$ cat config.mk
export PLATFORM = sky130hd
export DESIGN_NAME = sar_search_controller
export DESIGN_NICKNAME = d
export VERILOG_FILES = /design/src/rtl/sar_search_controller.sv
export SDC_FILE = /design/constraint.sdc
export NUM_CORES = 1
export LEC_CHECK = 0
export ABC_AREA = 1
export BUFFER_PORTS_ARGS = -buffer_cell sky130_fd_sc_hd__buf_2
export CAP_MARGIN = 20
export CORE_ASPECT_RATIO = 0.9
export CORE_UTILIZATION = 54
export DETAILED_ROUTE_END_ITERATION = 8
export PLACE_DENSITY = 0.78
export SLEW_MARGIN = 10
export SYNTH_ARGS = -nofsm -noshare
export SYNTH_HDL_FRONTEND = slang
export SYNTH_SLANG_ARGS = --single-unit
$ cat constraint.sdc
create_clock -name i_CLK -period 1.8 [get_ports i_CLK]
set_input_delay 0.18 -clock i_CLK [delete_from_list [all_inputs] [get_ports i_CLK]]
set_output_delay 0.18 -clock i_CLK [all_outputs]
set_load 0.02 [all_outputs]
$ cat src/rtl/sar_search_controller.sv
// sar_search_controller
// Successive-approximation search engine. Drives a probe operand into an
// external magnitude comparator and bisects MSB-first on its LT/GT/EQ
// answers until the hidden operand is found or every bit has been decided.
// A final VERIFY probe confirms the result when no early EQ occurred.
module sar_search_controller #(
    parameter int WIDTH   = 8,
    parameter int CMP_LAT = 0
) (
    input  logic             i_CLK,
    input  logic             i_RST,
    input  logic             i_START,
    input  logic             i_LT,
    input  logic             i_GT,
    input  logic             i_EQ,
    output logic [WIDTH-1:0] o_PROBE,
    output logic             o_BUSY,
    output logic             o_DONE,
    output logic [WIDTH-1:0] o_RESULT,
    output logic             o_FOUND,
    output logic             o_ERR
);

    localparam int BW = $clog2(WIDTH);
    localparam int WW = (CMP_LAT > 0) ? $clog2(CMP_LAT + 1) : 1;

    localparam logic [BW-1:0]    MSB_BIT = BW'(WIDTH - 1);
    localparam logic [BW-1:0]    BIT_ONE = BW'(1);
    localparam logic [BW-1:0]    BIT_ZERO = BW'(0);
    localparam logic [WW-1:0]    LAT_C   = WW'(CMP_LAT);
    localparam logic [WW-1:0]    WAIT_ONE = WW'(1);
    localparam logic [WW-1:0]    WAIT_ZERO = WW'(0);
    localparam logic [WIDTH-1:0] ONE_W   = WIDTH'(1);
    localparam logic [WIDTH-1:0] MSB_W   = ONE_W << (WIDTH - 1);

    typedef enum logic [1:0] {
        S_IDLE   = 2'd0,
        S_PROBE  = 2'd1,
        S_VERIFY = 2'd2,
        S_DONE   = 2'd3
    } state_t;

    state_t           r_state;
    logic [BW-1:0]    r_bit;
    logic [WW-1:0]    r_wait;
    logic [WIDTH-1:0] r_probe;
    logic [WIDTH-1:0] r_result;
    logic             r_busy;
    logic             r_done;
    logic             r_found;
    logic             r_err;

    logic             w_sample;
    logic             w_bad_vec;
    logic [WIDTH-1:0] w_bit_mask;
    logic [WIDTH-1:0] w_kept;
    logic [WIDTH-1:0] w_next_probe;

    // A legal comparator answer has exactly one of LT/GT/EQ set.
    function automatic logic is_one_hot(input logic [2:0] v);
        case (v)
            3'b001, 3'b010, 3'b100: return 1'b1;
            default:                return 1'b0;
        endcase
    endfunction

    // Bit-decision arithmetic: drop bit b on GT, then trial-set bit b-1.
    always_comb begin
        w_sample     = (r_wait == LAT_C);
        w_bad_vec    = ~is_one_hot({i_LT, i_GT, i_EQ});
        w_bit_mask   = ONE_W << r_bit;
        if (i_GT) begin
            w_kept = r_probe & ~w_bit_mask;
        end else begin
            w_kept = r_probe;
        end
        w_next_probe = w_kept | (w_bit_mask >> 1);
    end

    // Search FSM; the hold counter stretches each probe to CMP_LAT+1 cycles.
    always_ff @(posedge i_CLK) begin
        if (i_RST) begin
            r_state  <= S_IDLE;
            r_bit    <= BIT_ZERO;
            r_wait   <= WAIT_ZERO;
            r_probe  <= '0;
            r_result <= '0;
            r_busy   <= 1'b0;
            r_done   <= 1'b0;
            r_found  <= 1'b0;
            r_err    <= 1'b0;
        end else begin
            case (r_state)
                S_IDLE: begin
                    if (i_START) begin
                        r_probe <= MSB_W;
                        r_bit   <= MSB_BIT;
                        r_wait  <= WAIT_ZERO;
                        r_busy  <= 1'b1;
                        r_err   <= 1'b0;
                        r_found <= 1'b0;
                        r_state <= S_PROBE;
                    end
                end
                S_PROBE: begin
                    if (!w_sample) begin
                        r_wait <= r_wait + WAIT_ONE;
                    end else begin
                        r_wait <= WAIT_ZERO;
                        if (w_bad_vec) begin
                            r_err <= 1'b1;
                        end
                        if (i_EQ) begin
                            // Exact hit: finish early without a verify probe.
                            r_result <= r_probe;
                            r_found  <= 1'b1;
                            r_done   <= 1'b1;
                            r_busy   <= 1'b0;
                            r_state  <= S_DONE;
                        end else if (r_bit != BIT_ZERO) begin
                            r_probe <= w_next_probe;
                            r_bit   <= r_bit - BIT_ONE;
                        end else begin
                            r_probe <= w_kept;
                            r_state <= S_VERIFY;
                        end
                    end
                end
                S_VERIFY: begin
                    if (!w_sample) begin
                        r_wait <= r_wait + WAIT_ONE;
                    end else begin
                        r_wait <= WAIT_ZERO;
                        if (w_bad_vec) begin
                            r_err <= 1'b1;
                        end
                        r_result <= r_probe;
                        r_found  <= i_EQ;
                        r_done   <= 1'b1;
                        r_busy   <= 1'b0;
                        r_state  <= S_DONE;
                    end
                end
                S_DONE: begin
                    // Single-cycle completion pulse; START here is ignored.
                    r_done  <= 1'b0;
                    r_state <= S_IDLE;
                end
                default: begin
                    r_done  <= 1'b0;
                    r_busy  <= 1'b0;
                    r_state <= S_IDLE;
                end
            endcase
        end
    end

    assign o_PROBE  = r_probe;
    assign o_BUSY   = r_busy;
    assign o_DONE   = r_done;
    assign o_RESULT = r_result;
    assign o_FOUND  = r_found;
    assign o_ERR    = r_err;

endmodule

## Yosys cells after proc, flatten, opt, wreduce, memory -nomap -nowiden

Cells that the tools add are included.

| word-level totals | value |
|---|---|
| output and inout port bits | 20 |
| register bits after elaboration | 26 |
| input port bits | 6 |
| word-level logic and storage cells | 86 |

| cells by class | value |
|---|---|
| bitwise gates (word level) | 3 |
| reductions and logical operators | 17 |
| muxes and demuxes | 39 |
| equality and inequality tests | 15 |
| $add $sub $neg | 2 |
| shifts and indexed selects | 1 |

Operators by type and width:

| kind | number |
|---|---|
| two-way mux 8 bit | 8 |
| one-hot mux 8 bit (2 select lines) | 2 |
| AND reduction 4 bit | 5 |
| != test 2 bit (second input constant) | 8 |
| two-way mux 1 bit | 13 |
| two-way mux 3 bit | 4 |
| two-way mux 2 bit | 5 |
| AND reduction 5 bit | 2 |
| one-hot mux 1 bit (3 select lines) | 3 |
| nonzero test 3 bit | 3 |
| bitwise AND 8 bit | 1 |
| NOT 8 bit | 1 |
| OR 8 x 7 -> 8 bit | 1 |
| one-hot mux 2 bit (4 select lines) | 1 |
| left shift 1 x 3 -> 8 bit (first input constant) | 1 |
| one-hot mux 3 bit (2 select lines) | 1 |
| nonzero test 2 bit | 3 |
| equality test 2 bit (second input constant) | 2 |
| one-hot mux 1 bit (2 select lines) | 2 |
| equality test 3 x 1 -> 1 bit (second input constant) | 1 |
| equality test 3 x 2 -> 1 bit (second input constant) | 1 |
| equality test 3 bit (second input constant) | 1 |
| != test 3 bit (second input constant) | 1 |
| OR reduction 3 bit | 1 |
| other kinds (6) | 6 |

## Depth between registers and ports, before layout

| logic depth | value |
|---|---|
| depth after elaboration | 9 |
| mapped depth | 9 |
| depth with buffers taken out | 8 |

## Worst setup path after synthesis

Ideal clock, no wire load.

| path | value |
|---|---|
| path kind | flip-flop to flip-flop |
| start | register r_state[0] |
| end | register r_probe[1], in the netlist o_PROBE[1] |
| required time | 1.668 ns |
| path slack | 0.433 ns |
| setup time | 0.132 ns |
| cell stages (with the launch flop) | 9 |
| arrival | 1.235 ns |
| buffers on the path | 0 |
| clock period less this slack | 1.367 ns |
| cell sequence | dfxtp_1 > inv_1 > ha_1 > nand2_2 > nand2_2 > nor2_4 > inv_2 > nand2_1 > a21oi_1 |

| between the ends | value |
|---|---|
| longest elaborated chain between the ends | 3 |
| elaborated cells on any way between the ends | 8 |
| classes of those cells | 4 x eq/ne; 1 x mux; 3 x reduce/logical |

RTL lines:

| what | line | source |
|---|---|---|
| start, declared | 43 | `state_t r_state;` |
| start signal, assigned | 83 | `r_state <= S_IDLE;` |
| start signal, assigned | 102 | `r_state <= S_PROBE;` |
| start signal, assigned | 119 | `r_state <= S_DONE;` |
| equality test 2 x 1 -> 1 bit or logical NOT 2 bit (tied branches) | 93 | `case (r_state)` |
| != test 2 bit (no line) or nonzero test 2 bit (tied branches) | - |  |
| AND reduction 4 bit (no line) | - |  |
| end signal, assigned | 121 | `r_probe <= w_next_probe;` |
| end signal, assigned | 124 | `r_probe <= w_kept;` |
| end, declared | 46 | `logic [WIDTH-1:0] r_probe;` |

Several ways; a longest one is shown, not always the timed one.
A chain may end at the register's enable or synchronous reset.

## Worst setup path after layout

| path | value |
|---|---|
| start | register r_state[0] |
| end | register r_probe[2], in the netlist o_PROBE[2] |

The elaborated chain is that of the path after synthesis.

==> impl_metrics.toml <==
[critical_path]
required_ps = 2060
worst_ep_arrival_time_ps = 1900
cpMaxStageDelayCell = "dfxtp_1"
critPathBufInv = 2
critical_path.top_delay_family = "simple AND/OR/NAND/NOR gates"
crit_chain = "inv_1 > ha_1 > nand2_2 > inv_2 > nor2_2 > nand2_1 > a21oi_1"
crit_fanout = 6
cp-end-kind = "flop"
reg2reg_from = "r_state[0]$_SDFFE_PP0P_"
max_stage_delay_ps = 460
crit_type = "flop to flop"
startpoint = "r_state[0]$_SDFFE_PP0P_"
start_kind = "flop"

[sta]
slew_viol_final = 0
slew_headroom_pct = 74.5
period_share_pct = 91.2
setup_violations = 0
worst_pin_slew_ps = 382
fmax_mhz = 609
fin_worst_hold_slack_ps = 142
layout_min_cycle_time_ps = 1640
setup_tns_ps = 0
skew_ps = 7.83
rsz0062_at_grt = "no"
hold_viol = 0
setup_slack_ps = 158

[clocking]
htreeDepth = 1
cts.path.max_buffers = 2
clkLatencyLatePin_ps = 310
cts_tree = "built"
numCtsBuffers = 3
post_cts_buffers = 0
cts.sinks = 25
cts-hold-fix-buffers = 0
clk_pin_slew_ps = 130
cts_resized = 0
cts_root_buf = "clkbuf_4"

[synthesis]
yosysTopAreaCell = "dfxtp_1"
syn_area_per_cell_sq_um = 6.97
synthFlopType = "dfxtp_1"
synthesis.nets = 212
synth_cell_types = 20
synth-edff-count = 0
synth_top_cell_area_share_pct = 36.8
synth_area_leaders = "dfxtp_1 (37%), nand2_1 (14%), ha_1 (10%)"
async_flop_share_pct = 0
ys_seq_area_share_pct = 36.8
synth_cells = 195
yosys_warnings = 0
ys_seq_elements = 25
synthTopCellsByCount = "nand2_1 (49), nor2_1 (28), dfxtp_1 (25)"
synth.most_common_cell = "nand2_1"
netlist_area_sq_um = 1360

[final_layout]
diodes = 0
drive_gt1_share_pct = 19.1
stdcell_count = 247
area_growth_pct = 11.4
nNetsFinal = 238

[global_routing]
grt_max_degree = 15
grt_usage_pct = 24.5
grt_pass1_wl_microns = 4900
grt_pass1_vias = 1183
grt-ovfl-total = 0
antenna_found_initial = 0

[hold_path]
hold_class = "input pin to flop"
hold_start = "i_START"

[placement]
gp_congestion = 0.817
dp_hpwl_microns = 2290
place_ws_ps = 204
portBuffers = 25
placed_cells = 243

[run_status]
status = "completed"

[routing]
drtIter0Drc = 29
drt_first_pass_iters = 4
finalWirelength_microns = 2900
drc_errors = 0
viasPerCell = 5.28
num_vias = 1303
drtAntennaViolNets = 0
routedWlPerCell_microns = 11.8

[die]
coreArea_sq_um = 2280
ios = 26
die_x_microns = 54.9
die_area_sq_um = 2720
start_util_pct = 59.5
rows = 16
die_h_microns = 49.6

[pwr]
ir_worst_vdd_mv = 1.09
power.internal_mw = 1.28
leakage_nw = 0.775
clkPwrFrac_pct = 9.7
p_per_area_nw_per_um2 = 1680
combPwrFrac_pct = 57.8
seqPwrFrac_pct = 32.5
total_power_mw = 2.54
p_switching_mw = 1.25
swShare_pct = 49.4

[run]
maxCapViolCount = 0
-- power by group through the flow --
stage | registers, mW | logic, mW | clock network (mW)
floorplan | 0.921 | 1.08 | 0
global placement | 0.822 | 1.42 | 0
detailed placement | 0.836 | 1.47 | 0
CTS | 0.823 | 1.47 | 0.267
global route | 0.847 | 1.67 | 0.282
finish | 0.825 | 1.47 | 0.246
-- placed cells by master, fill, tap and decap left out, types with 6 or more instances in the layout --
cell type  count
buf_2         25
ha_1          11
inv_2          6
o21ai_0       15
nor2_1        28
a21oi_1       18
inv_1         15
nand3_1       12
dfxtp_1       25
nand2_1       49
-- worst register-to-register path: cells and delay by family (launching register included) --
family                   cells  cell delay, ps
flip-flops                   1             460
buffers and inverters        2             180
AO/OA/AOI/OAI                1             160
adder cells (fa/ha/maj)      1             280
AND/OR/NAND/NOR              3             510
-- through the flow --
step	cell area [sq um]	util (%)
after CTS	1510	66.3
after global routing	1510	66.3
after floorplan	1360	-
final	1510	66.3
after global placement	1490	65.2
after detailed placement	1490	65.2
-- registers in the layout, indices dropped and copies added, names as in the netlist --
name,cells
o_FOUND,1
o_PROBE,8
r_state,2
r_bit,3
o_ERR,1
o_DONE,1
o_RESULT,8
o_BUSY,1
-- worst paths after layout --
kind                              to  slack, ps  cells after the start
min reg2reg       o_ERR$_SDFFE_PP0P_        460                      2
max          o_PROBE[2]$_SDFFE_PP0P_        160                      7
min          o_PROBE[7]$_SDFFE_PP0P_        140                      3
max reg2reg  o_PROBE[2]$_SDFFE_PP0P_        160                      7
-- layer usage --
metal  part of all wire (%)  global-route usage, %  up-vias  routed length (microns)
met5                      0                      0        -                        0
met4                   0.45                   6.41        0                       13
met3                    4.3                   5.56        2                      125
met2                     50                   43.0       38                     1470
met1                     45                   28.6      596                     1300
li1                       -                      -      667                        -
-- cell type report --
type / count / area (sq um)
Inverter: 21 / 78.8
Multi-Input combinational cell: 145 / 749
Tap cell: 27 / 33.8
Timing Repair Buffer: 25 / 125
Clock buffer: 4 / 26.3
Sequential cell: 25 / 500
Fill cell: 211 / 768
-- logic make-up after synthesis --
group	synth area share (%)
simple gates	31.6
fa+ha+maj	10.1
buf+inv	8.01
compound gates	13.4
flops	36.8
No activity file was read; power rests on OpenSTA's default activity.
